**src/rtl/hdmi_timing_gen_if.sv**
```systemverilog
// Raster timing bundle between the timing generator and its consumers.
// The generator takes the master modport. Display driver and transmitter logic take the slave modport.
interface hdmi_timing_gen_if #(
  parameter int CNT_W = 10
);
  logic             en;
  logic             HDMI_DE;
  logic             HDMI_HSYNC;
  logic             HDMI_VSYNC;
  logic [CNT_W-1:0] h_count;
  logic [CNT_W-1:0] v_count;
  logic             line_start;
  logic             frame_start;
  logic             vblank;

  modport master (
    input  en,
    output HDMI_DE, HDMI_HSYNC, HDMI_VSYNC,
    output h_count, v_count, line_start, frame_start, vblank
  );

  modport slave (
    output en,
    input  HDMI_DE, HDMI_HSYNC, HDMI_VSYNC,
    input  h_count, v_count, line_start, frame_start, vblank
  );
endinterface

```
**src/rtl/hdmi_timing_gen.sv**
```systemverilog
// HDMI raster timing generator: pixel/line counters plus DE, HSYNC, VSYNC and strobes.
// Every output is registered and is decoded from the next counter values, so it describes the same pixel as h_count/v_count.
module hdmi_timing_gen #(
  parameter int H_ACTIVE = 640,
  parameter int H_FP     = 16,
  parameter int H_SYNC   = 96,
  parameter int H_BP     = 48,
  parameter int V_ACTIVE = 480,
  parameter int V_FP     = 10,
  parameter int V_SYNC   = 2,
  parameter int V_BP     = 33,
  parameter bit H_POL    = 1'b0,
  parameter bit V_POL    = 1'b0,
  parameter int CNT_W    = 10
) (
  input  logic               clk_hdmi,
  input  logic               rst,
  hdmi_timing_gen_if.master  tif
);

  typedef enum logic [1:0] {R_ACTIVE, R_FRONT, R_SYNC, R_BACK} region_t;

  localparam int H_TOTAL = H_ACTIVE + H_FP + H_SYNC + H_BP;
  localparam int V_TOTAL = V_ACTIVE + V_FP + V_SYNC + V_BP;

  localparam logic [CNT_W-1:0] H_LAST       = CNT_W'(H_TOTAL - 1);
  localparam logic [CNT_W-1:0] H_FP_START   = CNT_W'(H_ACTIVE);
  localparam logic [CNT_W-1:0] H_SYNC_START = CNT_W'(H_ACTIVE + H_FP);
  localparam logic [CNT_W-1:0] H_BP_START   = CNT_W'(H_ACTIVE + H_FP + H_SYNC);
  localparam logic [CNT_W-1:0] V_LAST       = CNT_W'(V_TOTAL - 1);
  localparam logic [CNT_W-1:0] V_FP_START   = CNT_W'(V_ACTIVE);
  localparam logic [CNT_W-1:0] V_SYNC_START = CNT_W'(V_ACTIVE + V_FP);
  localparam logic [CNT_W-1:0] V_BP_START   = CNT_W'(V_ACTIVE + V_FP + V_SYNC);

  function automatic region_t decode_region(
    input logic [CNT_W-1:0] cnt,
    input logic [CNT_W-1:0] fp_start,
    input logic [CNT_W-1:0] sync_start,
    input logic [CNT_W-1:0] bp_start
  );
    if (cnt < fp_start)        return R_ACTIVE;
    else if (cnt < sync_start) return R_FRONT;
    else if (cnt < bp_start)   return R_SYNC;
    else                       return R_BACK;
  endfunction

  logic [CNT_W-1:0] h_count_reg, h_count_next;
  logic [CNT_W-1:0] v_count_reg, v_count_next;
  region_t          h_region_next, v_region_next;
  logic             h_wrap;

  logic de_reg, de_next;
  logic hsync_reg, hsync_next;
  logic vsync_reg, vsync_next;
  logic line_start_reg, line_start_next;
  logic frame_start_reg, frame_start_next;
  logic vblank_reg, vblank_next;

  // State register: counters plus the output flops, all cleared asynchronously.
  always_ff @(posedge clk_hdmi or posedge rst) begin
    if (rst) begin
      h_count_reg     <= H_LAST;
      v_count_reg     <= V_LAST;
      de_reg          <= 1'b0;
      hsync_reg       <= ~H_POL;
      vsync_reg       <= ~V_POL;
      line_start_reg  <= 1'b0;
      frame_start_reg <= 1'b0;
      vblank_reg      <= 1'b1;
    end else begin
      h_count_reg     <= h_count_next;
      v_count_reg     <= v_count_next;
      de_reg          <= de_next;
      hsync_reg       <= hsync_next;
      vsync_reg       <= vsync_next;
      line_start_reg  <= line_start_next;
      frame_start_reg <= frame_start_next;
      vblank_reg      <= vblank_next;
    end
  end

  // Next-state: dropping en parks the counters on the last pixel, so the next enabled edge lands on (0,0).
  always_comb begin
    h_wrap       = (h_count_reg == H_LAST);
    h_count_next = h_wrap ? '0 : h_count_reg + 1'b1;
    v_count_next = v_count_reg;
    if (h_wrap) begin
      v_count_next = (v_count_reg == V_LAST) ? '0 : v_count_reg + 1'b1;
    end
    if (!tif.en) begin
      h_count_next = H_LAST;
      v_count_next = V_LAST;
    end
    h_region_next = decode_region(h_count_next, H_FP_START, H_SYNC_START, H_BP_START);
    v_region_next = decode_region(v_count_next, V_FP_START, V_SYNC_START, V_BP_START);
  end

  // Output decode. v only moves on the h wrap, so VSYNC switches only when h_count==0.
  always_comb begin
    de_next          = (h_region_next == R_ACTIVE) && (v_region_next == R_ACTIVE);
    hsync_next       = (h_region_next == R_SYNC) ? H_POL : ~H_POL;
    vsync_next       = (v_region_next == R_SYNC) ? V_POL : ~V_POL;
    line_start_next  = (h_count_next == '0);
    frame_start_next = (h_count_next == '0) && (v_count_next == '0);
    vblank_next      = (v_region_next != R_ACTIVE);
    if (!tif.en) begin
      de_next          = 1'b0;
      hsync_next       = ~H_POL;
      vsync_next       = ~V_POL;
      line_start_next  = 1'b0;
      frame_start_next = 1'b0;
      vblank_next      = 1'b1;
    end
  end

  assign tif.h_count     = h_count_reg;
  assign tif.v_count     = v_count_reg;
  assign tif.HDMI_DE     = de_reg;
  assign tif.HDMI_HSYNC  = hsync_reg;
  assign tif.HDMI_VSYNC  = vsync_reg;
  assign tif.line_start  = line_start_reg;
  assign tif.frame_start = frame_start_reg;
  assign tif.vblank      = vblank_reg;

endmodule

```
**src/flat_wrapper.sv**
```systemverilog
// flat-port wrapper written by rule: the top's interface ports become plain ports
module hdmi_timing_gen_flat 
#(
  parameter int H_ACTIVE = 640,
  parameter int H_FP     = 16,
  parameter int H_SYNC   = 96,
  parameter int H_BP     = 48,
  parameter int V_ACTIVE = 480,
  parameter int V_FP     = 10,
  parameter int V_SYNC   = 2,
  parameter int V_BP     = 33,
  parameter bit H_POL    = 1'b0,
  parameter bit V_POL    = 1'b0,
  parameter int CNT_W    = 10
)
  (clk_hdmi, rst, tif_en, tif_HDMI_DE, tif_HDMI_HSYNC, tif_HDMI_VSYNC, tif_h_count, tif_v_count, tif_line_start, tif_frame_start, tif_vblank);
  hdmi_timing_gen_if #(.CNT_W(CNT_W)) tif_i ();
  input  logic clk_hdmi;
  input  logic rst;
  input wire logic [$bits(tif_i.en)-1:0] tif_en;
  output wire logic [$bits(tif_i.HDMI_DE)-1:0] tif_HDMI_DE;
  output wire logic [$bits(tif_i.HDMI_HSYNC)-1:0] tif_HDMI_HSYNC;
  output wire logic [$bits(tif_i.HDMI_VSYNC)-1:0] tif_HDMI_VSYNC;
  output wire logic [$bits(tif_i.h_count)-1:0] tif_h_count;
  output wire logic [$bits(tif_i.v_count)-1:0] tif_v_count;
  output wire logic [$bits(tif_i.line_start)-1:0] tif_line_start;
  output wire logic [$bits(tif_i.frame_start)-1:0] tif_frame_start;
  output wire logic [$bits(tif_i.vblank)-1:0] tif_vblank;
  assign tif_i.en = tif_en;
  assign tif_HDMI_DE = tif_i.HDMI_DE;
  assign tif_HDMI_HSYNC = tif_i.HDMI_HSYNC;
  assign tif_HDMI_VSYNC = tif_i.HDMI_VSYNC;
  assign tif_h_count = tif_i.h_count;
  assign tif_v_count = tif_i.v_count;
  assign tif_line_start = tif_i.line_start;
  assign tif_frame_start = tif_i.frame_start;
  assign tif_vblank = tif_i.vblank;
  hdmi_timing_gen #(.H_ACTIVE(H_ACTIVE), .H_FP(H_FP), .H_SYNC(H_SYNC), .H_BP(H_BP), .V_ACTIVE(V_ACTIVE), .V_FP(V_FP), .V_SYNC(V_SYNC), .V_BP(V_BP), .H_POL(H_POL), .V_POL(V_POL), .CNT_W(CNT_W)) u_core (.clk_hdmi(clk_hdmi), .rst(rst), .tif(tif_i));
endmodule
```
**config.mk**
```make
export PLATFORM = sky130hd
export DESIGN_NAME = hdmi_timing_gen_flat
export DESIGN_NICKNAME = d
export VERILOG_FILES = /design/src/rtl/hdmi_timing_gen_if.sv /design/src/rtl/hdmi_timing_gen.sv /design/src/flat_wrapper.sv
export SDC_FILE = /design/constraint.sdc
export NUM_CORES = 1
export LEC_CHECK = 0
export ABC_CLOCK_PERIOD_IN_PS = 7100
export CAP_MARGIN = 20
export CORE_AREA = 2 2 52 66
export CTS_CLUSTER_DIAMETER = 200
export DETAILED_ROUTE_END_ITERATION = 16
export DIE_AREA = 0 0 54 68
export GPL_TIMING_DRIVEN = 0
export PLACE_DENSITY = 0.81
export SLEW_MARGIN = 20
export SYNTH_ARGS = -nofsm -noshare
export SYNTH_HDL_FRONTEND = slang
export SYNTH_SLANG_ARGS = --single-unit
```
**constraint.sdc**
```tcl
create_clock -name clk_hdmi -period 7.1 [get_ports clk_hdmi]
set_input_delay 0.71 -clock clk_hdmi [delete_from_list [all_inputs] [get_ports clk_hdmi]]
set_output_delay 0.71 -clock clk_hdmi [all_outputs]
set_load 0.005 [all_outputs]
```
==> results of run 1 <==
logic make-up (layout without fill, tap and decap cells):
group                      count (synthesis)  in the layout  share of synthesized area
and+or+nand+nor                           75             75                      0.275
AOI/OAI and AO/OA                         34             34                      0.142
DFF                                       26             26                      0.407
buffers and inverters                     20             53                     0.0648
xor gates and xnor gates                  13             13                     0.0694
adders and majority gates                  3              3                     0.0229
muxes                                      3              3                     0.0191
report_power, final:
group	switching [W]	total [W]	internal (W)	leakage (nW)
Combinational	0.000240	0.000447	0.000207	0.456
Clock	0.0000453	0.000121	0.0000753	0.0357
Sequential	0.0000344	0.000239	0.000204	0.318
cell usage in the layout, fill, tap and decap left out, drive strengths merged, types with 4 or more instances in the layout:
cell type and n:
or3 4, nor2 12, xnor2 10, and3 4, nor3 6, nand2 13, nand4 6, buf 8
dfstp 13, clkdlybuf4s50 28, dfrtp 13, clkbuf 8, nand3 13, inv 8, o21ai 12
cell usage after synthesis, types with 2 or more instances:
cell / n
sky130_fd_sc_hd__dfrtp_1: 13
sky130_fd_sc_hd__a211o_1: 2
sky130_fd_sc_hd__nor2_1: 12
sky130_fd_sc_hd__or2_2: 2
sky130_fd_sc_hd__a21oi_1: 3
sky130_fd_sc_hd__nand2_1: 12
sky130_fd_sc_hd__clkbuf_1: 4
sky130_fd_sc_hd__ha_1: 3
sky130_fd_sc_hd__dfstp_2: 13
sky130_fd_sc_hd__or3_1: 4
sky130_fd_sc_hd__mux2i_1: 2
sky130_fd_sc_hd__nor3_1: 5
sky130_fd_sc_hd__and4b_1: 2
sky130_fd_sc_hd__and3_1: 4
sky130_fd_sc_hd__nand4_1: 6
sky130_fd_sc_hd__a2111oi_1: 2
sky130_fd_sc_hd__buf_2: 3
sky130_fd_sc_hd__o2111ai_1: 2
sky130_fd_sc_hd__buf_6: 3
sky130_fd_sc_hd__xor2_1: 3
sky130_fd_sc_hd__a211oi_1: 2
sky130_fd_sc_hd__nand3_1: 13
sky130_fd_sc_hd__nor3b_1: 3
sky130_fd_sc_hd__o21ai_0: 11
sky130_fd_sc_hd__inv_1: 8
sky130_fd_sc_hd__xnor2_1: 10
sky130_fd_sc_hd__o211ai_1: 2
sky130_fd_sc_hd__a31oi_1: 2
metrics by stage:
step / worst slack, ns / area, sq um / hold WS, ns / std cells
floorplan: 4.77 / 1640 / 0.553 / 174
global placement: 4.38 / 1970 / 0.569 / 239
detailed placement: 4.28 / 1970 / 0.587 / 239
CTS: 4.46 / 2040 / 0.598 / 243
global route: 4.25 / 2050 / 0.630 / 244
finish: 4.44 / 2050 / 0.593 / 244
area by class of cell:
cell class / count / area [sq um]
tap: 37 / 46.3
clock buffer: 3 / 41.3
timing repair buffer: 29 / 292
inverter: 8 / 30.0
fill: 263 / 1060
sequential: 26 / 667
clock inverter: 1 / 30.0
buffer: 12 / 76.3
multi-input combinational: 128 / 867
final timing paths:
kind | depth (start not counted) | endpoint | slack (ns)
setup / recovery | 9 | u_core.tif.HDMI_DE | 4.44
hold / removal | 1 | u_core.tif.h_count[0] | 0.59
setup reg to reg | 9 | u_core.tif.HDMI_DE | 4.44
hold reg to reg | 1 | u_core.tif.h_count[0] | 0.59
max in group asynchronous | 3 | u_core.tif.h_count[1] | 5.71
min in group asynchronous | 2 | u_core.tif.h_count[6] | 0.79
metal layers:
metal  part of all wire  vias to the layer above  track usage  routed length [um]
li1                   -                      696            -                   -
met1               0.40                      718        0.289                1570
met2               0.53                       51        0.415                2090
met3              0.045                       10       0.0284                 177
met4              0.026                        0        0.100                 104
met5                  0                        -            0                   0
==> flow_summary.ini, run 1 <==
[synth]
postSynth.asyncResetShare = 1.00
yosys.area.top_type = sky130_fd_sc_hd__dfstp_2
synth_sequential_area_ratio = 0.407
postSynthCellCount = 174
postSynthNetCount = 180
postSynthAreaPerCell_sq_um = 9.43
synth_area_leaders = sky130_fd_sc_hd__dfstp_2, sky130_fd_sc_hd__dfrtp_1, sky130_fd_sc_hd__xnor2_1
synth.cell_area_sq_mm = 0.00164
ys_ff_latch = 26
synth_top_area_share = 0.208
synth_ff_type = sky130_fd_sc_hd__dfstp_2
ys.warnings.count = 0
synth_cell_type_count = 51
synth_edf_count = 0

[worst_setup_path]
cpLargestDelayFamily = compound AO/OA/AOI/OAI gates
cp-start-kind = flop
crit_chain = ha_1 -> clkbuf_2 -> and4_1 -> and3_1 -> buf_4 -> nand2_1 -> xor2_1 -> a2111oi_1 -> a2111oi_1
worst_setup_path_startpoint = u_core.tif.h_count[0]
crit_type = flop to flop
timing.critical_path.buf_inv = 2
cp_data_required_time_ns = 7.21
worstPathMaxFanout = 9
critical_path.endpoint_type = flop
crit_path_top_delay_cell = sky130_fd_sc_hd__a2111oi_1
cp_common_cell = sky130_fd_sc_hd__a2111oi_1
worst_ep_arrival_time_ns = 2.77
rr_startpoint = u_core.tif.h_count[0]
largest_stage_delay_worst_path_ns = 0.59

[routing]
postRouteWirelength_um = 3940
wire_per_inst_um = 16.2
vias_per_cell = 6.05
ant_nets = 0
drt_pass1_iterations = 4
dr_total_vias = 1475
route.detailed.drc = 0
drt_iter0_markers = 53

[final_layout]
final_nets = 214
post-route-util = 0.659
area_growth_syn_to_layout_pct = 24.9
insertedDiodeCount = 0
post_route_cells_drive_above_1_share = 0.174

[grt]
globalRoute.totalOverflow = 0
first_global_vias = 1410
wire_length_of_the_first_global_routing_pass_um = 6400
grt_antenna_before_repair = 0
grtUsageTotal = 0.237
grt_max_degree = 27

[pwr]
total_leakage_power_nw = 0.809
worst_ir_drop_vdd_uv = 260
total_power_w = 0.000806
power.density_mw_per_mm2 = 393

[placement]
port_buffers = 28
post-dp-hpwl_um = 2920
global_placer_s_final_weighted_congestion = 0.877

[status]
status = finished clean

[timing]
report.final.setup_viol = 0
max_slew.worst_pin.slew_ns = 0.711
hold_viol_final = 0
min_period_ns = 2.66
fin_skew_ns = 0.00188
slew-limit-headroom = 0.525
max_clock_freq_mhz = 376
final.period_utilization = 0.375
rsz0062_at_grt = no
slew_violations = 0
timing.setup.tns_ns = 0

[clock_network]
worstSkewPairLatency_ns = 0.26
clockBufferDepth = 2
post-cts-setup-buffers = 0
hold_buffers = 0
cts.sinks = 26
cts.root.buffer_cell = sky130_fd_sc_hd__clkbuf_8
cts_resized = 0
clock_tree_from_tritoncts = yes
cts_htree_levels = 1
cts_inserted_buffers = 3
cts.reportedPaths.clkPinSlew_ns = 0.09

[die]
coreArea_sq_mm = 0.00311
ports_placed_on_the_boundary = 29
rows = 23
die_h_um = 68
dieArea_sq_mm = 0.00367
chip_width_um = 54
floorplan.initialDensity = 0.528

[hold_path]
worst_hold_startpoint = u_core.tif.h_count[0]
worstHoldPathType = flop to flop

[flow_run]
max_cap_violations = 0
Note: power is estimated with default switching activity, not from simulation.
==> run 2: changes to the inputs <==
--- a/config.mk
+++ b/config.mk
@@ -5,14 +5,14 @@
 export SDC_FILE = /design/constraint.sdc
 export NUM_CORES = 1
 export LEC_CHECK = 0
-export ABC_CLOCK_PERIOD_IN_PS = 7100
+export ABC_CLOCK_PERIOD_IN_PS = 2700
 export CAP_MARGIN = 20
-export CORE_AREA = 2 2 52 66
+export CORE_AREA = 2 2 54 68
 export CTS_CLUSTER_DIAMETER = 200
 export DETAILED_ROUTE_END_ITERATION = 16
-export DIE_AREA = 0 0 54 68
+export DIE_AREA = 0 0 56 70
 export GPL_TIMING_DRIVEN = 0
-export PLACE_DENSITY = 0.81
+export PLACE_DENSITY = 0.76
 export SLEW_MARGIN = 20
 export SYNTH_ARGS = -nofsm -noshare
 export SYNTH_HDL_FRONTEND = slang
==> constraint.sdc (replaced) <==
create_clock -name clk_hdmi -period 2.7 [get_ports clk_hdmi]
set_input_delay 0.27 -clock clk_hdmi [delete_from_list [all_inputs] [get_ports clk_hdmi]]
set_output_delay 0.27 -clock clk_hdmi [all_outputs]
set_load 0.005 [all_outputs]
==> flow_summary.ini, run 2 (synthesized netlist as in run 1, its figures left out) <==
[status]
status = finished clean

[routing]
ant_nets = 0
route.detailed.drc = 0
vias_per_cell = 5.94
drt-met1-wl_um = 1590
wl_met2_um = 2100
met3WireLength_um = 143
dr_total_vias = 1455
wire_per_inst_um = 15.9
drt_iter0_markers = 38
top_layer_used = met4
postRouteWirelength_um = 3900
drt_pass1_iterations = 5

[timing]
hold_viol_final = 0
report.final.setup_viol = 0
max_slew.worst_pin.slew_ns = 0.918
min_period_ns = 2.53
timing.setup.tns_ns = 0
max_clock_freq_mhz = 395
slew-limit-headroom = 0.384
rsz0062_at_grt = no
fin_skew_ns = 0.00466
slew_violations = 0
final.period_utilization = 0.939

[clock_network]
clock_tree_from_tritoncts = yes
cts.reportedPaths.clkPinSlew_ns = 0.09
clockBufferDepth = 2
post-cts-setup-buffers = 0
worstSkewPairLatency_ns = 0.27
cts_resized = 0
cts.root.buffer_cell = sky130_fd_sc_hd__clkbuf_8
cts_inserted_buffers = 3
cts.sinks = 26
hold_buffers = 0
cts_htree_levels = 1

[die]
dieArea_sq_mm = 0.00392
ports_placed_on_the_boundary = 29
die_h_um = 70
floorplan.initialDensity = 0.488
rows = 24
coreArea_sq_mm = 0.00336
chip_width_um = 56

[pwr]
intPower_w = 0.00122
total_leakage_power_nw = 0.794
combPwrFrac = 0.572
power.share.switching = 0.403
total_power_w = 0.00204
share_clk_of_total_power = 0.122
power.density_mw_per_mm2 = 1000
worst_ir_drop_vdd_uv = 672
power.share.sequential = 0.305
p_sw_w = 0.000824

[placement]
post_dp_cell_area_sq_mm = 0.00197
global_placer_s_final_weighted_congestion = 0.905
dpl.cell_count = 241
port_buffers = 28
post-dp-hpwl_um = 2840

[flow_run]
max_cap_violations = 0

[final_layout]
layout_commonest_cell = sky130_fd_sc_hd__clkdlybuf4s50_1
insertedDiodeCount = 0
post-route-util = 0.605
multi_input_comb_area_sq_um = 878
postLayoutCellArea_sq_mm = 0.00204
fillCellCount = 301
final_nets = 213
ff_latch_area_sq_um = 667
instances_no_fill = 245
post_route_cells_drive_above_1_share = 0.184
area_growth_syn_to_layout_pct = 24.1
highest_count_cells_in_the_layout_ignoring_fill_and_taps = sky130_fd_sc_hd__clkdlybuf4s50_1, sky130_fd_sc_hd__nand3_1, sky130_fd_sc_hd__dfrtp_1, sky130_fd_sc_hd__dfstp_2

[grt]
grt_antenna_before_repair = 0
first_global_vias = 1502
grtUsageTotal = 0.208
wire_length_of_the_first_global_routing_pass_um = 6640
grt_max_degree = 27
globalRoute.totalOverflow = 0

[worst_setup_path]
worst_ep_arrival_time_ns = 2.71
cp_data_required_time_ns = 2.87
critical_path.endpoint_type = flop
worst_r2r_path_depth = 10
worstPathMaxFanout = 10
cp-start-kind = flop
rr_startpoint = u_core.tif.h_count[0]
r2r_slack_ns = 0.17
worst_r2r_endpoint = u_core.tif.HDMI_VSYNC
crit_type = flop to flop

[hold_path]
worstHoldPathType = input port to asynchronous set/reset pin
==> run 2: cell count changes in the layout (fill, tap and decap cells not counted), sizes merged <==
| cell | change |
|---|---|
| buf | -1 |
| bufinv | -1 |
| clkbuf | +1 |
| clkinv | +1 |
| inv | -1 |
==> run 2: power by group through the flow <==
stage | Sequential (W) | Combinational [W] | Clock [W]
floorplan | 0.000628 | 0.000779 | 0
global placement | 0.000626 | 0.00113 | 0
detailed placement | 0.000630 | 0.00115 | 0
CTS | 0.000624 | 0.00115 | 0.000259
global route | 0.000641 | 0.00128 | 0.000276
finish | 0.000625 | 0.00117 | 0.000250
==> run 2: how the worst max path moves through the flow <==
stage                     slack (ns)             startpoint               endpoint  cells after the start
after detailed placement        0.13  u_core.tif.h_count[0]     u_core.tif.HDMI_DE                      9
after global placement          0.13  u_core.tif.h_count[0]  u_core.tif.HDMI_VSYNC                     10
final                           0.17  u_core.tif.h_count[0]  u_core.tif.HDMI_VSYNC                     10
after CTS                       0.11  u_core.tif.h_count[0]  u_core.tif.HDMI_VSYNC                     10
after global routing           0.001  u_core.tif.h_count[0]  u_core.tif.HDMI_VSYNC                     10
after floorplan                 0.37  u_core.tif.h_count[1]  u_core.tif.HDMI_VSYNC                     10
==> run 2: worst max-delay path, stage by stage, from the launching register on <==
cell and delay (ns):
sky130_fd_sc_hd__dfstp_2 0.58, sky130_fd_sc_hd__ha_1 0.15, sky130_fd_sc_hd__clkbuf_2 0.18, sky130_fd_sc_hd__and4_4 0.26
sky130_fd_sc_hd__and3_1 0.15, sky130_fd_sc_hd__buf_4 0.16, sky130_fd_sc_hd__buf_6 0.16, sky130_fd_sc_hd__o21ai_1 0.07
sky130_fd_sc_hd__a211o_1 0.34, sky130_fd_sc_hd__nor4b_2 0.28, sky130_fd_sc_hd__nand3_1 0.12
==> run 2: final cells by class <==
cell class | count | share of cell area
Clock buffer | 4 | 0.0270
Buffer | 12 | 0.0375
Tap cell | 39 | 0.0240
Inverter | 8 | 0.0148
Sequential cell | 26 | 0.328
Multi-Input combinational cell | 128 | 0.431
Timing Repair Buffer | 28 | 0.138
==> run 2: through the flow <==
stage          hold slack [ns]  worst slack, ns
6_report                 0.401            0.165
5_1_grt                  0.459          0.00118
4_1_cts                  0.573            0.112
3_5_place_dp             0.574            0.125
3_3_place_gp             0.572            0.132
2_1_floorplan            0.300            0.374
==> run 2: layer usage <==
metal / up-vias / global-route usage
met3: 6 / 0.0185
li1: 695 / -
met1: 712 / 0.261
met4: 0 / 0.0741
met5: - / 0
met2: 42 / 0.370
==> run 3: changes to the inputs <==
--- a/config.mk
+++ b/config.mk
@@ -7,12 +7,14 @@
 export LEC_CHECK = 0
 export ABC_CLOCK_PERIOD_IN_PS = 2700
 export CAP_MARGIN = 20
-export CORE_AREA = 2 2 54 68
+export CORE_AREA = 2 2 71 52
 export CTS_CLUSTER_DIAMETER = 200
 export DETAILED_ROUTE_END_ITERATION = 16
-export DIE_AREA = 0 0 56 70
+export DIE_AREA = 0 0 73 54
+export GPL_ROUTABILITY_DRIVEN = 0
 export GPL_TIMING_DRIVEN = 0
-export PLACE_DENSITY = 0.76
+export MAX_ROUTING_LAYER = met4
+export PLACE_DENSITY = 0.77
 export SLEW_MARGIN = 20
 export SYNTH_ARGS = -nofsm -noshare
 export SYNTH_HDL_FRONTEND = slang
==> flow_summary.ini, run 3 (synthesized netlist as in run 1, its figures left out) <==
[status]
status = finished clean

[die]
die_h_um = 54
coreArea_sq_mm = 0.00336
ports_placed_on_the_boundary = 29
chip_width_um = 73
floorplan.initialDensity = 0.489
rows = 18
dieArea_sq_mm = 0.00394

[timing]
min_period_ns = 2.57
fin_skew_ns = 0.00474
final.period_utilization = 0.952
report.final.setup_viol = 0
hold_viol_final = 0
hold_slack_ns = 0.390
max_clock_freq_mhz = 389
rsz0062_at_grt = no
slew-limit-headroom = 0.374
max_slew.worst_pin.slew_ns = 0.933
timing.setup.tns_ns = 0
slew_violations = 0

[grt]
grt_antenna_before_repair = 0
first_global_vias = 1372
grtUsageTotal = 0.237
wire_length_of_the_first_global_routing_pass_um = 6850
grt_max_degree = 27
globalRoute.totalOverflow = 0

[final_layout]
post_route_cells_drive_above_1_share = 0.188
insertedDiodeCount = 0
highest_count_cells_in_the_layout_ignoring_fill_and_taps = sky130_fd_sc_hd__clkdlybuf4s50_1, sky130_fd_sc_hd__nand3_1, sky130_fd_sc_hd__dfrtp_1, sky130_fd_sc_hd__dfstp_2
final_nets = 214
layout_commonest_cell = sky130_fd_sc_hd__clkdlybuf4s50_1
area_growth_syn_to_layout_pct = 25.8
fillCellCount = 272

[clock_network]
cts.sinks = 26
cts_inserted_buffers = 3
worstSkewPairLatency_ns = 0.28
clock_tree_from_tritoncts = yes
clockBufferDepth = 2
cts.root.buffer_cell = sky130_fd_sc_hd__clkbuf_8
cts_htree_levels = 1
cts.reportedPaths.clkPinSlew_ns = 0.09

[routing]
wire_per_inst_um = 17.1
postRouteWirelength_um = 4220
drt_pass1_iterations = 4
drt_iter0_markers = 216
vias_per_cell = 6.04
dr_total_vias = 1491
ant_nets = 0
route.detailed.drc = 0

[flow_run]
max_cap_violations = 0

[placement]
port_buffers = 28
post-dp-hpwl_um = 3030

[hold_path]
worstHoldPathType = input port to asynchronous set/reset pin

[worst_setup_path]
cp_data_required_time_ns = 2.89
crit_type = flop to flop
worstPathMaxFanout = 10
cp-start-kind = flop
worst_r2r_path_depth = 10
worst_ep_arrival_time_ns = 2.76
critical_path.endpoint_type = flop

[pwr]
total_leakage_power_nw = 0.806
worst_ir_drop_vdd_uv = 577
power.density_mw_per_mm2 = 1060
[run 3: where the power goes]
group / total [W] / switching (W) / leakage [nW] / internal (W)
Combinational: 0.00123 / 0.000667 / 0.452 / 0.000568
Sequential: 0.000634 / 0.0000963 / 0.318 / 0.000537
Clock: 0.000325 / 0.000126 / 0.0357 / 0.000199
[run 3: worst max-delay path, cell delays in order, from the launching register on]
cell and delay (ns):
sky130_fd_sc_hd__dfstp_2 0.58, sky130_fd_sc_hd__ha_1 0.15, sky130_fd_sc_hd__buf_4 0.14, sky130_fd_sc_hd__and4_4 0.25
sky130_fd_sc_hd__and3_1 0.16, sky130_fd_sc_hd__buf_4 0.17, sky130_fd_sc_hd__buf_6 0.16, sky130_fd_sc_hd__o21ai_1 0.09
sky130_fd_sc_hd__a211o_1 0.30, sky130_fd_sc_hd__nor4b_2 0.34, sky130_fd_sc_hd__nand3_1 0.13
[run 3: area by class of cell]
class | instances | area (sq um) | share of cell area
plain buffers | 12 | 78.8 | 0.0382
clock buffers | 3 | 41.3 | 0.0200
clock inverters | 1 | 30.0 | 0.0146
inverters | 8 | 30.0 | 0.0146
multi-input cells | 128 | 878 | 0.426
flip-flops and latches | 26 | 667 | 0.323
well taps | 40 | 50.0 | 0.0243
repair buffers | 29 | 288 | 0.139
[run 3: final timing paths]
kind                                             from               endpoint  slack, ns
worst min-delay path                              rst  u_core.tif.v_count[5]       0.39
min in group clk_hdmi           u_core.tif.h_count[0]  u_core.tif.h_count[0]       0.59
worst min register to register  u_core.tif.h_count[0]  u_core.tif.h_count[0]       0.59
worst max-delay path            u_core.tif.h_count[1]  u_core.tif.HDMI_VSYNC       0.13
worst max register to register  u_core.tif.h_count[1]  u_core.tif.HDMI_VSYNC       0.13
max in group asynchronous                         rst  u_core.tif.v_count[0]       1.88
[run 3: timing repair]
action,4_1_cts,5_1_grt
cloned,0,0
buffers inserted,0,1
endpoints found under the hold margin,0,0
pin swaps,0,3
hold buffers,0,0
gates resized for setup,1,5
endpoints found under the setup margin,1,3
[run 3: metal layers]
metal | global-route usage | up-vias | share of wire
met3 | 0.0393 | 4 | 0.079
li1 | - | 699 | -
met4 | 0.0278 | 0 | 0.0050
met1 | 0.319 | 706 | 0.46
met2 | 0.389 | 82 | 0.46
met5 | - | - | 0
[run 3: stage by stage]
| step | instances | power, W | setup slack, ns | instance area [sq um] | util |
|---|---|---|---|---|---|
| 2_1_floorplan | 174 | 0.00141 | 0.374 | 1640 | - |
| 3_3_place_gp | 242 | 0.00176 | 0.184 | 1970 | 0.587 |
| 3_5_place_dp | 242 | 0.00181 | 0.0332 | 1970 | 0.587 |
| 4_1_cts | 246 | 0.00214 | 0.0108 | 2040 | 0.609 |
| 5_1_grt | 247 | 0.00233 | 0.0264 | 2060 | 0.615 |
| 6_report | 247 | 0.00219 | 0.129 | 2060 | 0.615 |
